$ cat src/rtl/reset_release_sequencer.sv
// rtl/reset_release_sequencer.sv - ordered release of downstream reset domains with per-stage ack and timeout
module reset_release_sequencer #(
    parameter  int N_STAGES    = 4,
    parameter  int HOLD_CYCLES = 16,
    parameter  int ACK_TIMEOUT = 1024,
    localparam int IDX_W       = (N_STAGES > 1) ? $clog2(N_STAGES) : 1
) (
    input  logic                CLK,
    input  logic                INTERNAL_RST,
    input  logic                FABRIC_RESET_N,
    input  logic                SW_RST_REQ,
    input  logic [N_STAGES-1:0] STAGE_ACK,
    output logic [N_STAGES-1:0] STAGE_RST_N,
    output logic                SEQ_DONE,
    output logic                SEQ_ERR,
    output logic [IDX_W-1:0]    ERR_STAGE
);

    localparam int HOLD_W = (HOLD_CYCLES > 1) ? $clog2(HOLD_CYCLES) : 1;
    localparam int TO_W   = $clog2(ACK_TIMEOUT);

    typedef enum logic [2:0] {
        S_HOLD,
        S_RELEASE,
        S_WAIT_ACK,
        S_DONE,
        S_ERROR
    } state_t;

    state_t              state_q, state_d;
    logic [IDX_W-1:0]    idx_q, idx_d;
    logic [HOLD_W-1:0]   hold_cnt_q, hold_cnt_d;
    logic [TO_W-1:0]     to_cnt_q, to_cnt_d;
    logic [N_STAGES-1:0] rst_n_q, rst_n_d;
    logic                done_q, done_d;
    logic                err_q, err_d;
    logic [IDX_W-1:0]    err_stage_q, err_stage_d;
    logic [N_STAGES-1:0] ack_meta_q;
    logic [N_STAGES-1:0] ack_s_q;
    logic                abort;

    assign abort = !FABRIC_RESET_N || SW_RST_REQ;

    always_ff @(posedge CLK or negedge INTERNAL_RST) begin
        if (!INTERNAL_RST) begin
            state_q     <= S_HOLD;
            idx_q       <= '0;
            hold_cnt_q  <= '0;
            to_cnt_q    <= '0;
            rst_n_q     <= '0;
            done_q      <= 1'b0;
            err_q       <= 1'b0;
            err_stage_q <= '0;
            ack_meta_q  <= '0;
            ack_s_q     <= '0;
        end else begin
            state_q     <= state_d;
            idx_q       <= idx_d;
            hold_cnt_q  <= hold_cnt_d;
            to_cnt_q    <= to_cnt_d;
            rst_n_q     <= rst_n_d;
            done_q      <= done_d;
            err_q       <= err_d;
            err_stage_q <= err_stage_d;
            ack_meta_q  <= STAGE_ACK;
            ack_s_q     <= ack_meta_q;
        end
    end

    always_comb begin
        state_d     = state_q;
        idx_d       = idx_q;
        hold_cnt_d  = hold_cnt_q;
        to_cnt_d    = to_cnt_q;
        rst_n_d     = rst_n_q;
        done_d      = done_q;
        err_d       = err_q;
        err_stage_d = err_stage_q;

        // Abort wins over every state; ERR_STAGE stays as a sticky diagnostic.
        if (abort) begin
            state_d    = S_HOLD;
            idx_d      = '0;
            hold_cnt_d = '0;
            to_cnt_d   = '0;
            rst_n_d    = '0;
            done_d     = 1'b0;
            err_d      = 1'b0;
        end else begin
            case (state_q)
                S_HOLD: begin
                    rst_n_d = '0;
                    if (hold_cnt_q == HOLD_W'(HOLD_CYCLES - 1)) begin
                        hold_cnt_d = '0;
                        state_d    = S_RELEASE;
                    end else begin
                        hold_cnt_d = hold_cnt_q + HOLD_W'(1);
                    end
                end
                S_RELEASE: begin
                    rst_n_d[idx_q] = 1'b1;
                    to_cnt_d       = '0;
                    state_d        = S_WAIT_ACK;
                end
                S_WAIT_ACK: begin
                    // Ack is checked before timeout so a same-cycle ack still succeeds.
                    if (ack_s_q[idx_q]) begin
                        if (idx_q == IDX_W'(N_STAGES - 1)) begin
                            done_d  = 1'b1;
                            state_d = S_DONE;
                        end else begin
                            idx_d   = idx_q + IDX_W'(1);
                            state_d = S_RELEASE;
                        end
                    end else if (to_cnt_q == TO_W'(ACK_TIMEOUT - 1)) begin
                        err_d       = 1'b1;
                        err_stage_d = idx_q;
                        rst_n_d     = '0;
                        state_d     = S_ERROR;
                    end else begin
                        to_cnt_d = to_cnt_q + TO_W'(1);
                    end
                end
                S_DONE: begin
                    done_d = 1'b1;
                end
                S_ERROR: begin
                    err_d   = 1'b1;
                    rst_n_d = '0;
                end
                default: begin
                    state_d = S_HOLD;
                    rst_n_d = '0;
                end
            endcase
        end
    end

    assign STAGE_RST_N = rst_n_q;
    assign SEQ_DONE    = done_q;
    assign SEQ_ERR     = err_q;
    assign ERR_STAGE   = err_stage_q;

endmodule

$ cat config.mk
export PLATFORM = sky130hd
export DESIGN_NAME = reset_release_sequencer
export DESIGN_NICKNAME = d
export VERILOG_FILES = /design/src/rtl/reset_release_sequencer.sv
export SDC_FILE = /design/constraint.sdc
export NUM_CORES = 1
export LEC_CHECK = 0
export CAP_MARGIN = 15
export CORE_ASPECT_RATIO = 0.8
export CORE_MARGIN = 10
export CORE_UTILIZATION = 40
export CTS_CLUSTER_DIAMETER = 100
export DETAILED_ROUTE_END_ITERATION = 10
export GPL_TIMING_DRIVEN = 0
export HOLD_SLACK_MARGIN = 0.06
export PLACE_DENSITY = 0.57
export SETUP_SLACK_MARGIN = 0.3
export SYNTH_ARGS = -nofsm -noshare
export SYNTH_HDL_FRONTEND = slang
export SYNTH_SLANG_ARGS = --single-unit
$ cat constraint.sdc
create_clock -name CLK -period 2.4 [get_ports CLK]
set_input_delay 0.48 -clock CLK [delete_from_list [all_inputs] [get_ports CLK]]
set_output_delay 0.48 -clock CLK [all_outputs]
set_load 0.005 [all_outputs]
==> results.py <==
metrics = {
    "power_and_ir_drop": {
        "ir_drop_uv": 324.9,
        "p_per_area_nw_per_um2": 512.2,
        "power_mw": 1.108,
        "leakage_nw": 0.8784,
    },
    "timing": {
        "worstMarginPinSlew_ps": 763.9,
        "max_slew_margin": 0.4907,
        "setup_viol": 0,
        "period_needed_ps": 2060,
        "clock-skew-final_ps": 2.878,
        "hold_viol_final": 0,
        "setup_slack_ps": 340.1,
        "max_freq_mhz": 485.5,
        "finalMaxSlewViolations": 0,
        "grt_setup_unrepaired": "true",
        "whs_ps": 270.6,
        "fin_crit_sh": 0.8583,
        "setup_tns_ps": 0,
    },
    "global_routing": {
        "grt_pass1_vias": 1454,
        "grt.overflow.total": 0,
        "grt_max_degree": 36,
        "antenna_found_initial": 0,
        "grt_pass1_wl_um": 6831,
        "grt.total_usage": 0.1111,
    },
    "place": {
        "gp_congestion": 0.8697,
        "post_dp_cell_area_sq_um": 1978,
        "hpwl_um": 2857,
        "dp_slack_ps": 42.88,
        "dp.cells": 254,
        "port_buffers": 15,
    },
    "setup_path": {
        "cp.arrival_ps": 2280,
        "cp.required_ps": 2620,
        "cp-end-kind": "flip-flop",
        "crit_path_max_fanout": 7,
        "start_kind": "input pin",
        "critical_path_class": "in -> reg",
    },
    "die": {
        "die_area_sq_um": 7475,
        "die_w_um": 94.20,
        "coreArea_sq_um": 4230,
        "die_h_um": 79.36,
        "start_util": 0.4164,
        "num_rows": 21,
        "io_pins": 16,
    },
    "logic_synthesis": {
        "synthArstFlopShare": 1.000,
        "synth_edf_count": 0,
        "syn-instance-count": 182,
        "synth_seq_cells": 35,
        "ys_seq_area_frac": 0.4972,
        "synth_ff_type": "dfrtp_1",
        "synth_fp_nets": 196,
        "syn_area_sq_um": 1762,
        "yosysWarnings": 0,
        "ys_types": 42,
        "synth_area_per_cell_sq_um": 9.680,
    },
    "clock_network": {
        "cts_sinks": 35,
        "clk_latency_ps": 280,
        "clk_path_buf_depth": 2,
        "numCtsBuffers": 5,
        "cts_root_buffer": "clkbuf_8",
        "cts.htree.levels": 2,
        "clkTransAtPathRegs_ps": 70,
        "tritoncts": "yes",
    },
    "worst_hold_path": {
        "hold_path_class": "in -> async",
    },
    "run_status": {
        "outcome": "finished, final reports clean",
    },
    "layout": {
        "final_area_sq_um": 2163,
        "final-instance-count-excl-fill": 269,
        "layout.nets": 225,
        "final_core_util": 0.5114,
        "syn_to_final_growth_pct": 22.80,
        "drive_above_1_share": 0.1321,
        "n_antenna_cell": 0,
    },
    "detailed_routing": {
        "totalWireLength_um": 4006,
        "wl_per_cell_um": 14.89,
        "firstDrtPassIters": 4,
        "drtIter0Drc": 113,
        "vias_per_cell": 5.480,
        "drc": 0,
        "dr_total_vias": 1474,
        "final_antenna_net_count": 0,
    },
    "run": {
        "cap_violations": 0,
    },
}
## layer usage
layer	track usage	part of all wire
met3	0.03477	0.068
met1	0.1515	0.49
met2	0.1596	0.43
met5	0	0
met4	0.04091	0.014
## sequential cells by signal (all words and copies together) (netlist names)
signal       flops
ERR_STAGE        2
SEQ_DONE         1
SEQ_ERR          1
STAGE_RST_N      4
ack_meta_q       4
ack_s_q          4
hold_cnt_q       4
idx_q            2
state_q          3
to_cnt_q        10
## critical path: stages
cell             delay, ps
clkdlybuf4s50_1        490
nor2b_1                300
nand2_1                230
or4b_2                 680
nand3_1                100
## synthesized netlist by cell type (3+ instances only)
cell type / n / area [sq um]
dfrtp_1: 35 / 875.8
nor2_1: 13 / 48.80
inv_1: 5 / 18.77
mux2i_1: 3 / 30.03
or3_1: 4 / 25.02
nor3_1: 7 / 35.03
nand2_1: 18 / 67.56
nor2b_1: 5 / 31.28
nand3_1: 13 / 65.06
o211ai_1: 4 / 30.03
a21oi_1: 9 / 45.04
o21ai_0: 15 / 75.07
or4_1: 3 / 22.52
ha_1: 6 / 75.07
clkbuf_1: 5 / 18.77
o311ai_0: 4 / 35.03
## placed cells by master (no fill, tap or decap), types with 2 or more instances in the layout
master / instances
nand4_1: 2
clkdlybuf4s50_1: 14
o21ai_1: 2
clkbuf_1: 4
or3_1: 4
a21oi_1: 9
nand3_1: 12
nand2b_1: 2
a31oi_1: 2
dfrtp_1: 34
ha_1: 6
xor2_1: 2
mux2i_1: 3
nor2b_1: 5
buf_1: 2
o21ai_0: 15
clkbuf_8: 7
o2111ai_1: 2
buf_4: 8
clkbuf_2: 2
or4_1: 3
nor3_1: 6
inv_1: 5
nor2_1: 13
nand2_1: 18
xnor2_1: 2
o211ai_1: 4
o311ai_0: 4
## repair_timing
action                     CTS  global route
buffers inserted             3             4
hold buffers                 0             0
resized for setup            1             8
pin swaps                    0             1
setup endpoints to repair    6            11
## report_power, final
group / switching [mW] / total (mW) / leakage [nW] / internal, mW
sequential: 0.00316 / 0.601 / 0.468 / 0.598
clock: 0.197 / 0.459 / 0.0515 / 0.262
combinational: 0.0294 / 0.0478 / 0.359 / 0.0184
total: 0.230 / 1.11 / 0.878 / 0.878
## logic make-up (layout without fill, tap and decap cells)
| family | Yosys count | in the layout | synth area share |
|---|---|---|---|
| compound gates | 42 | 42 | 0.1463 |
| xor+xnor | 4 | 4 | 0.01989 |
| fa+ha+maj | 6 | 6 | 0.04261 |
| buf+inv | 13 | 43 | 0.03054 |
| flops | 35 | 35 | 0.4972 |
| mux | 5 | 5 | 0.03622 |
| simple gates | 77 | 77 | 0.2273 |
## final timing paths
kind,start,endpoint,slack (ps),cells after the start
min in group CLK,ack_meta_q[2]$_DFF_PN0_,ack_s_q[2]$_DFF_PN0_,350,0
min,INTERNAL_RST,to_cnt_q[8]$_DFFE_PN0P_,270,1
min reg2reg,ack_meta_q[2]$_DFF_PN0_,ack_s_q[2]$_DFF_PN0_,350,0
max reg2reg,idx_q[0]$_DFFE_PN0P_,to_cnt_q[6]$_DFFE_PN0P_,390,5
max,FABRIC_RESET_N,to_cnt_q[8]$_DFFE_PN0P_,340,5
max in group asynchronous,INTERNAL_RST,idx_q[0]$_DFFE_PN0P_,1600,1
## final cells by class
type	count	area [sq um]
well taps	57	71.32
flip-flops and latches	35	877.1
plain buffers	8	36.28
repair buffers	22	197.7
inverters	5	18.77
clock buffers	8	100.1
multi-input cells	134	862.1
fillers	396	2067
No activity file was read; power rests on OpenSTA's default activity.
